**src/rtl/dmem_responder_if.sv**
```systemverilog
// Request/response bundle between the MEM stage (master) and the data-memory responder (slave).
// One request is outstanding at a time; the response comes back as a single-cycle pulse.
interface dmem_responder_if #(
    parameter int DM_ADDRESS = 9,
    parameter int DATA_W     = 32
);
    logic                  req_valid;
    logic                  req_ready;
    logic                  req_we;
    logic [DM_ADDRESS-1:0] req_addr;
    logic [DATA_W-1:0]     req_wdata;
    logic [2:0]            req_funct3;
    logic                  rsp_valid;
    logic [DATA_W-1:0]     rsp_rdata;
    logic                  rsp_err;

    modport master (
        output req_valid, req_we, req_addr, req_wdata, req_funct3,
        input  req_ready, rsp_valid, rsp_rdata, rsp_err
    );

    modport slave (
        input  req_valid, req_we, req_addr, req_wdata, req_funct3,
        output req_ready, rsp_valid, rsp_rdata, rsp_err
    );
endinterface

```
**src/rtl/dmem_responder.sv**
```systemverilog
// Data-memory responder: accepts one RV32 load/store, waits WAIT_STATES cycles,
// then commits the access to the word array and returns a one-cycle response.
module dmem_responder #(
    parameter int DM_ADDRESS  = 9,
    parameter int DATA_W      = 32,
    parameter int WAIT_STATES = 1
) (
    input logic             clk,
    input logic             reset,
    dmem_responder_if.slave bus
);

    localparam int         WORDS    = 2 ** (DM_ADDRESS - 2);
    localparam logic [3:0] CNT_INIT = 4'(WAIT_STATES > 0 ? WAIT_STATES - 1 : 0);

    typedef enum logic [1:0] {
        ST_IDLE,
        ST_WAIT,
        ST_RESP
    } state_t;

    state_t state_q, state_d;
    logic [3:0] cnt_q, cnt_d;
    logic       commit;

    logic                  we_p0;
    logic [DM_ADDRESS-1:0] addr_p0;
    logic [DATA_W-1:0]     wdata_p0;
    logic [2:0]            funct3_p0;

    logic                  from_bus;
    logic                  acc_we;
    logic [DM_ADDRESS-1:0] acc_addr;
    logic [DATA_W-1:0]     acc_wdata;
    logic [2:0]            acc_funct3;
    logic [DM_ADDRESS-3:0] widx;
    logic [1:0]            lane;
    logic                  acc_err;
    logic [3:0]            be;
    logic [DATA_W-1:0]     lanes;
    logic [DATA_W-1:0]     rd_word;

    logic [DATA_W-1:0] mem [WORDS];

    logic              rsp_valid_p1;
    logic [DATA_W-1:0] rdata_p1;
    logic              err_p1;

    // Misaligned halves/words, unknown funct3 codes and unsigned stores are rejected.
    function automatic logic access_err(input logic we, input logic [1:0] ln, input logic [2:0] f3);
        case (f3)
            3'd0:    return 1'b0;
            3'd1:    return ln[0];
            3'd2:    return ln != 2'b00;
            3'd4:    return we;
            3'd5:    return we | ln[0];
            default: return 1'b1;
        endcase
    endfunction

    function automatic logic [3:0] store_be(input logic [1:0] ln, input logic [2:0] f3);
        case (f3[1:0])
            2'd0:    return 4'b0001 << ln;
            2'd1:    return ln[1] ? 4'b1100 : 4'b0011;
            default: return 4'b1111;
        endcase
    endfunction

    // Replicate the low store bytes across the word so any enabled lane sees its data.
    function automatic logic [DATA_W-1:0] store_lanes(input logic [DATA_W-1:0] wd, input logic [2:0] f3);
        case (f3[1:0])
            2'd0:    return {4{wd[7:0]}};
            2'd1:    return {2{wd[15:0]}};
            default: return wd;
        endcase
    endfunction

    function automatic logic [DATA_W-1:0] load_extend(input logic [DATA_W-1:0] word,
                                                      input logic [1:0] ln, input logic [2:0] f3);
        logic [DATA_W-1:0] sh;
        sh = word >> {ln, 3'b000};
        case (f3)
            3'd0:    return {{(DATA_W-8){sh[7]}}, sh[7:0]};
            3'd1:    return {{(DATA_W-16){sh[15]}}, sh[15:0]};
            3'd4:    return {{(DATA_W-8){1'b0}}, sh[7:0]};
            3'd5:    return {{(DATA_W-16){1'b0}}, sh[15:0]};
            default: return sh;
        endcase
    endfunction

    // Request capture (p0): fields are frozen at the handshake
    always_ff @(posedge clk) begin
        if (state_q == ST_IDLE && bus.req_valid) begin
            we_p0     <= bus.req_we;
            addr_p0   <= bus.req_addr;
            wdata_p0  <= bus.req_wdata;
            funct3_p0 <= bus.req_funct3;
        end
    end

    always_ff @(posedge clk) begin
        if (reset) begin
            state_q <= ST_IDLE;
            cnt_q   <= 4'd0;
        end else begin
            state_q <= state_d;
            cnt_q   <= cnt_d;
        end
    end

    always_comb begin
        state_d = state_q;
        cnt_d   = cnt_q;
        commit  = 1'b0;
        case (state_q)
            ST_IDLE: begin
                if (bus.req_valid) begin
                    if (WAIT_STATES > 0) begin
                        state_d = ST_WAIT;
                        cnt_d   = CNT_INIT;
                    end else begin
                        state_d = ST_RESP;
                        commit  = 1'b1;
                    end
                end
            end
            ST_WAIT: begin
                if (cnt_q == 4'd0) begin
                    state_d = ST_RESP;
                    commit  = 1'b1;
                end else begin
                    cnt_d = cnt_q - 4'd1;
                end
            end
            ST_RESP: state_d = ST_IDLE;
            default: state_d = ST_IDLE;
        endcase
    end

    // With no wait states the commit edge is the accept edge, so the bus feeds the access directly.
    assign from_bus   = (state_q == ST_IDLE);
    assign acc_we     = from_bus ? bus.req_we     : we_p0;
    assign acc_addr   = from_bus ? bus.req_addr   : addr_p0;
    assign acc_wdata  = from_bus ? bus.req_wdata  : wdata_p0;
    assign acc_funct3 = from_bus ? bus.req_funct3 : funct3_p0;
    assign widx       = acc_addr[DM_ADDRESS-1:2];
    assign lane       = acc_addr[1:0];
    assign acc_err    = access_err(acc_we, lane, acc_funct3);
    assign be         = store_be(lane, acc_funct3);
    assign lanes      = store_lanes(acc_wdata, acc_funct3);
    assign rd_word    = mem[widx];

    // Array commit: reset on the commit edge suppresses the write; the array itself is never cleared
    always_ff @(posedge clk) begin
        if (commit && !reset && acc_we && !acc_err) begin
            for (int i = 0; i < 4; i++) begin
                if (be[i]) mem[widx][8*i +: 8] <= lanes[8*i +: 8];
            end
        end
    end

    // Response (p1): one-cycle pulse, outputs held at zero outside it
    always_ff @(posedge clk) begin
        if (reset) begin
            rsp_valid_p1 <= 1'b0;
            rdata_p1     <= '0;
            err_p1       <= 1'b0;
        end else if (commit) begin
            rsp_valid_p1 <= 1'b1;
            err_p1       <= acc_err;
            rdata_p1     <= (acc_we || acc_err) ? '0 : load_extend(rd_word, lane, acc_funct3);
        end else begin
            rsp_valid_p1 <= 1'b0;
            rdata_p1     <= '0;
            err_p1       <= 1'b0;
        end
    end

    assign bus.req_ready = (state_q == ST_IDLE);
    assign bus.rsp_valid = rsp_valid_p1;
    assign bus.rsp_rdata = rdata_p1;
    assign bus.rsp_err   = err_p1;

    rsp_single_cycle: assert property (@(posedge clk) disable iff (reset)
        rsp_valid_p1 |=> !rsp_valid_p1);

    rsp_only_in_resp: assert property (@(posedge clk) disable iff (reset)
        rsp_valid_p1 == (state_q == ST_RESP));

endmodule

```
**src/flat_wrapper.sv**
```systemverilog
// flat-port wrapper written by rule: the top's interface ports become plain ports
module dmem_responder_flat 
#(
    parameter int DM_ADDRESS  = 9,
    parameter int DATA_W      = 32,
    parameter int WAIT_STATES = 1
)
  (clk, reset, bus_req_valid, bus_req_we, bus_req_addr, bus_req_wdata, bus_req_funct3, bus_req_ready, bus_rsp_valid, bus_rsp_rdata, bus_rsp_err);
  dmem_responder_if #(.DM_ADDRESS(DM_ADDRESS), .DATA_W(DATA_W)) bus_i ();
  input logic clk;
  input logic reset;
  input wire logic [$bits(bus_i.req_valid)-1:0] bus_req_valid;
  input wire logic [$bits(bus_i.req_we)-1:0] bus_req_we;
  input wire logic [$bits(bus_i.req_addr)-1:0] bus_req_addr;
  input wire logic [$bits(bus_i.req_wdata)-1:0] bus_req_wdata;
  input wire logic [$bits(bus_i.req_funct3)-1:0] bus_req_funct3;
  output wire logic [$bits(bus_i.req_ready)-1:0] bus_req_ready;
  output wire logic [$bits(bus_i.rsp_valid)-1:0] bus_rsp_valid;
  output wire logic [$bits(bus_i.rsp_rdata)-1:0] bus_rsp_rdata;
  output wire logic [$bits(bus_i.rsp_err)-1:0] bus_rsp_err;
  assign bus_i.req_valid = bus_req_valid;
  assign bus_i.req_we = bus_req_we;
  assign bus_i.req_addr = bus_req_addr;
  assign bus_i.req_wdata = bus_req_wdata;
  assign bus_i.req_funct3 = bus_req_funct3;
  assign bus_req_ready = bus_i.req_ready;
  assign bus_rsp_valid = bus_i.rsp_valid;
  assign bus_rsp_rdata = bus_i.rsp_rdata;
  assign bus_rsp_err = bus_i.rsp_err;
  dmem_responder #(.DM_ADDRESS(DM_ADDRESS), .DATA_W(DATA_W), .WAIT_STATES(WAIT_STATES)) u_core (.clk(clk), .reset(reset), .bus(bus_i));
endmodule
```
**config.mk**
```make
export PLATFORM = sky130hd
export DESIGN_NAME = dmem_responder_flat
export DESIGN_NICKNAME = d
export VERILOG_FILES = /design/src/rtl/dmem_responder_if.sv /design/src/rtl/dmem_responder.sv /design/src/flat_wrapper.sv
export SDC_FILE = /design/constraint.sdc
export NUM_CORES = 2
export LEC_CHECK = 0
export BUFFER_PORTS_ARGS = -buffer_cell sky130_fd_sc_hd__buf_4
export CORE_MARGIN = 3
export CORE_UTILIZATION = 35
export CTS_BUF_LIST = sky130_fd_sc_hd__clkbuf_16
export DETAILED_ROUTE_END_ITERATION = 12
export GPL_ROUTABILITY_DRIVEN = 0
export PLACE_DENSITY = 0.5
export SLEW_MARGIN = 20
export SYNTH_ARGS = -nofsm -noshare
export SYNTH_HDL_FRONTEND = slang
export SYNTH_SLANG_ARGS = --single-unit
```
**constraint.sdc**
```tcl
create_clock -name clk -period 6.8 [get_ports clk]
set_clock_uncertainty 0.15 [all_clocks]
set_input_delay 0 -clock clk [delete_from_list [all_inputs] [get_ports clk]]
set_output_delay 0 -clock clk [all_outputs]
set_load 0.05 [all_outputs]
```
==> results summary <==
The run finished, with violations left. The final reports fail on setup timing. The overall via count from detail_route is 99900. The actual slew at the worst max-slew pin came out at 1240 ps.

The worst hold path begins at bus_req_addr[1]. The first-pass GRT wire length came out at just under 800000 um. The number of nets still failing antenna checks after routing came out at 0. The number of core rows is between 200 and 250.

The final hold violation count is 0. The global routing stage identified its most utilized layer as met2. The biggest fanout along the worst timing path is 47. The remaining design rule violation count came out at 0. The number of filler cells placed in the layout came out at 39700. The total number of clock tree sinks is 4181. By startpoint and endpoint, the worst setup path is classified as flop to flop. The mapped cell area came out at 156000 um^2. Setup repair after global routing left no endpoint under its margin.

The routed wire length is 573000 um. The fraction of layout instances using a drive strength above 1 is 0.159. The global routing usage on met1 came out at 0.332. The critical path arrival is 7600 ps. The number of maximum-capacitance constraint violations came out at 0.

Broken down by cell family, the worst path's largest delay share belongs to compound AO/OA/AOI/OAI gates. Clock-pin slew was measured on the worst setup and hold paths at 60 ps. The multi-input combinational cells in the finished layout cover a total of 28800 um^2.

The fraction of synthesis flops using an asynchronous set or reset pin is 0. Yosys attributes the largest share of cell area to sky130_fd_sc_hd__edfxtp_1 (79%), sky130_fd_sc_hd__o22ai_1 (4.4%), sky130_fd_sc_hd__nand2_1 (2.2%). After layout, the minimum clock period comes to between 6000 and 7000 ps.

The number of CTS-inserted buffers came out at 417. The highest achievable clock rate came out at roughly 150 MHz. The number of I/O port buffers came out at 82.

The synthesized design contains between 4000 and 5000 enable-type register cells. The synthesis-to-layout area growth came out at 17.7%. The most common cell after layout, fill and taps aside is sky130_fd_sc_hd__edfxtp_1. The die is 675 um wide. The number of register bits inferred by synthesis is 4181. After detailed placement, the total cell area comes to 170000 um^2.

The post-layout instance area is 184000 um^2. The cell count of the worst hold path is 5. Setup violations remaining at the end of the flow were counted as 5. The pre-CTS worst setup slack came out at ~150 ps. The root buffer cell chosen for the clock tree is sky130_fd_sc_hd__clkbuf_16. Counting every instance in the synthesized netlist gives approximately 9600. The net count of the finished layout came out at between 10000 and 15000. The final number of max-transition violations came out at 0. The critical path capture point type is a flop.

Summing all flip-flop and latch instances after layout gives 125000 um^2. The static leakage came out at 57.6 nW. In the synthesized netlist the dominant register cell turns out to be sky130_fd_sc_hd__edfxtp_1. The overall die area is between 400000 and 500000 um^2.

The post-synth net total is 9638. The clock latency at the later pin of the worst-skew pair is 990 ps. For hold timing, the worst endpoint is u_core.bus.rsp_err$_SDFF_PP0_. The chip height is slightly below 700 um. The number of search-and-repair iterations in the first detailed-routing pass came out at 8. Once routing completed, OpenROAD measured the worst setup slack at -48.6 ps. The setup check on the worst reg-to-reg path leaves a slack of -50 ps. The area share of the largest cell type after synthesis is 0.795. Global routing finished with a remaining overflow of 0. The final critical-path share of the clock period came out at 1.01. Summed over all instances, the cell type with the most area after synthesis is sky130_fd_sc_hd__edfxtp_1.

After floorplanning, the core was sized to cover 443000 um^2. The iteration-0 DRC count of the detailed router came out at about 14000. Leaving out fill and tap cells, the most frequent cells in the layout are sky130_fd_sc_hd__edfxtp_1 (4141), sky130_fd_sc_hd__o22ai_1 (1092), sky130_fd_sc_hd__nand2_1 (895).

For this run, global-route usage on met2 was measured as 0.383. The areal power density over the cells came out at about 380 nW/um^2. The highest ir drop seen on vdd came out at 0.420 mV. The average cell area after synthesis came out at 16.3 um^2. The HPWL after detailed placement is roughly 350000 um. For this run, the register share of the synthesized area comes to 0.800.

Entering global routing, the biggest net connects about 130 pins. The post-cts gate resize count came out at 0. The count of buffer and inverter cells on the critical path is 3. The data required time of the worst path came out at 7550 ps. The initial core utilization came out at 0.353. The delay of the slowest cell on the worst path came out at 890 ps. In this run the critical register-to-register path is captured at u_core.bus.rsp_rdata[21]$_SDFF_PP0_.

The H-tree level count came out at 5. The buffer levels on the longest clock path came out at 4. The path class of the tightest hold or removal check is input port to flop. TritonCTS built the clock tree.

The kind of start point of the critical path is a flop. The number of antenna violations at the first check in global routing came out at 30. Among all stages on the critical path, the largest delay is contributed by sky130_fd_sc_hd__o21a_4. The global-route track usage on met3 is 0.0487. Dividing the detail-routed via count by the number of cells gives 6.04. The total routing usage reported by global routing is 0.244. The number of global-route vias before repair came out at 96700. The number of cells on the worst reg-to-reg path came out at 14. In the final routed layout, each cell accounts on average for about 35 um. The launching point of the worst reg2reg path is u_core.state_q[1]$_SDFFE_PP0P_. The critical path goes through or2_2, inv_4, o21a_4, buf_4, o221ai_1, a22oi_1, o22ai_1, o21ai_0, nand4_1, buf_4, o22ai_1, o21ba_2, a2bb2oi_1, o21ai_0. During synthesis, Yosys emitted a total of 0 warnings.

The normalized max-slew margin came out at 0.174. The top-level port count came out at 83. The count of unique library cells instantiated by Yosys came out at 94.
-- power by group --
part	total (mW)	internal, mW	switching (mW)	leakage [nW]
logic	16.5	3.68	12.8	13.3
clock network	22.8	12.8	9.98	6.88
registers	31.5	31.5	0.0601	37.5
-- layer usage --
metal / vias up / share of wire
met3: 1059 / 0.097
met1: 52400 / 0.40
met2: 5764 / 0.46
li1: 40700 / -
met5: - / 0.00024
met4: 16 / 0.049
-- flip-flops by register name, summed over array words and instances (netlist names) --
signal,flops
u_core.state_q,2
u_core.bus.rsp_err,1
u_core.funct3_p0,3
u_core.cnt_q,4
u_core.we_p0,1
u_core.addr_p0,9
u_core.mem,4096
u_core.bus.rsp_valid,1
u_core.bus.rsp_rdata,32
u_core.wdata_p0,32
-- worst register-to-register path, cell delays in order (launching register included) --
cell and delay [ps]:
sky130_fd_sc_hd__dfxtp_1 540, sky130_fd_sc_hd__or2_2 440, sky130_fd_sc_hd__inv_4 550, sky130_fd_sc_hd__o21a_4 910, sky130_fd_sc_hd__buf_4 580, sky130_fd_sc_hd__o221ai_1 220
sky130_fd_sc_hd__a22oi_1 320, sky130_fd_sc_hd__o22ai_1 180, sky130_fd_sc_hd__o21ai_0 880, sky130_fd_sc_hd__nand4_1 630, sky130_fd_sc_hd__buf_4 350, sky130_fd_sc_hd__o22ai_1 230
sky130_fd_sc_hd__o21ba_2 290, sky130_fd_sc_hd__a2bb2oi_1 300, sky130_fd_sc_hd__o21ai_0 200
-- repair_timing --
item,in CTS,in global routing
endpoints found under the setup margin,0,7
hold buffers,95,0
setup buffers,0,2
hold endpoints to repair,2711,0
-- worst max-delay path by stage --
stage,to,startpoint,depth (start not counted)
after floorplan,u_core.mem[0][12]$_DFFE_PP_,u_core.state_q[0]$_SDFFE_PP0P_,10
after global placement,u_core.bus.rsp_rdata[21]$_SDFF_PP0_,u_core.state_q[1]$_SDFFE_PP0P_,14
after detailed placement,u_core.bus.rsp_rdata[21]$_SDFF_PP0_,u_core.state_q[1]$_SDFFE_PP0P_,15
after CTS,u_core.bus.rsp_rdata[21]$_SDFF_PP0_,u_core.state_q[1]$_SDFFE_PP0P_,15
after global routing,u_core.bus.rsp_rdata[21]$_SDFF_PP0_,u_core.state_q[1]$_SDFFE_PP0P_,14
final,u_core.bus.rsp_rdata[21]$_SDFF_PP0_,u_core.state_q[1]$_SDFFE_PP0P_,14
-- stage by stage --
stage | setup TNS, ps | power (mW) | utilization | std cells | hold slack (ps)
after floorplan | -174770 | 39.8 | - | 9589 | -80.9
after global placement | 0 | 48.0 | 0.382 | 15700 | 42.1
after detailed placement | 0 | 48.3 | 0.383 | 15700 | 44.7
after CTS | 0 | 70.8 | 0.415 | 16500 | 0.245
after global routing | 0 | 72.5 | 0.415 | 16500 | 59.6
final | -115 | 70.8 | 0.415 | 16500 | 59.8
-- layout make-up --
class | instances | share of cell area
Tap cell | 5904 | 0.0401
Antenna cell | 14 | 0.000190
Multi-Input combinational cell | 4647 | 0.157
Inverter | 21 | 0.000551
Sequential cell | 4181 | 0.680
Clock inverter | 336 | 0.0153
Timing Repair Buffer | 1008 | 0.0499
Clock buffer | 422 | 0.0574
-- synth_stat cells, drive strengths merged (69+ instances only) --
library cell and count:
nor3 460, a31oi 205, o22ai 1092, mux2i 90, nand2 920, o221ai 210
o41ai 69, buf 455, edfxtp 4141, a21oi 182, a22oi 304, nor4 136
nand3 194, clkbuf 285, o21ai 90, nor2 215
-- logic make-up after synthesis --
| family | share of synthesized area |
|---|---|
| XOR/XNOR | 0.000112 |
| multiplexers | 0.00637 |
| AND/OR/NAND/NOR | 0.0601 |
| adder cells (fa/ha/maj) | 0.0000800 |
| buffers and inverters | 0.0232 |
| AO/OA/AOI/OAI | 0.110 |
| flip-flops | 0.800 |
(Power assumes the default switching activity.)
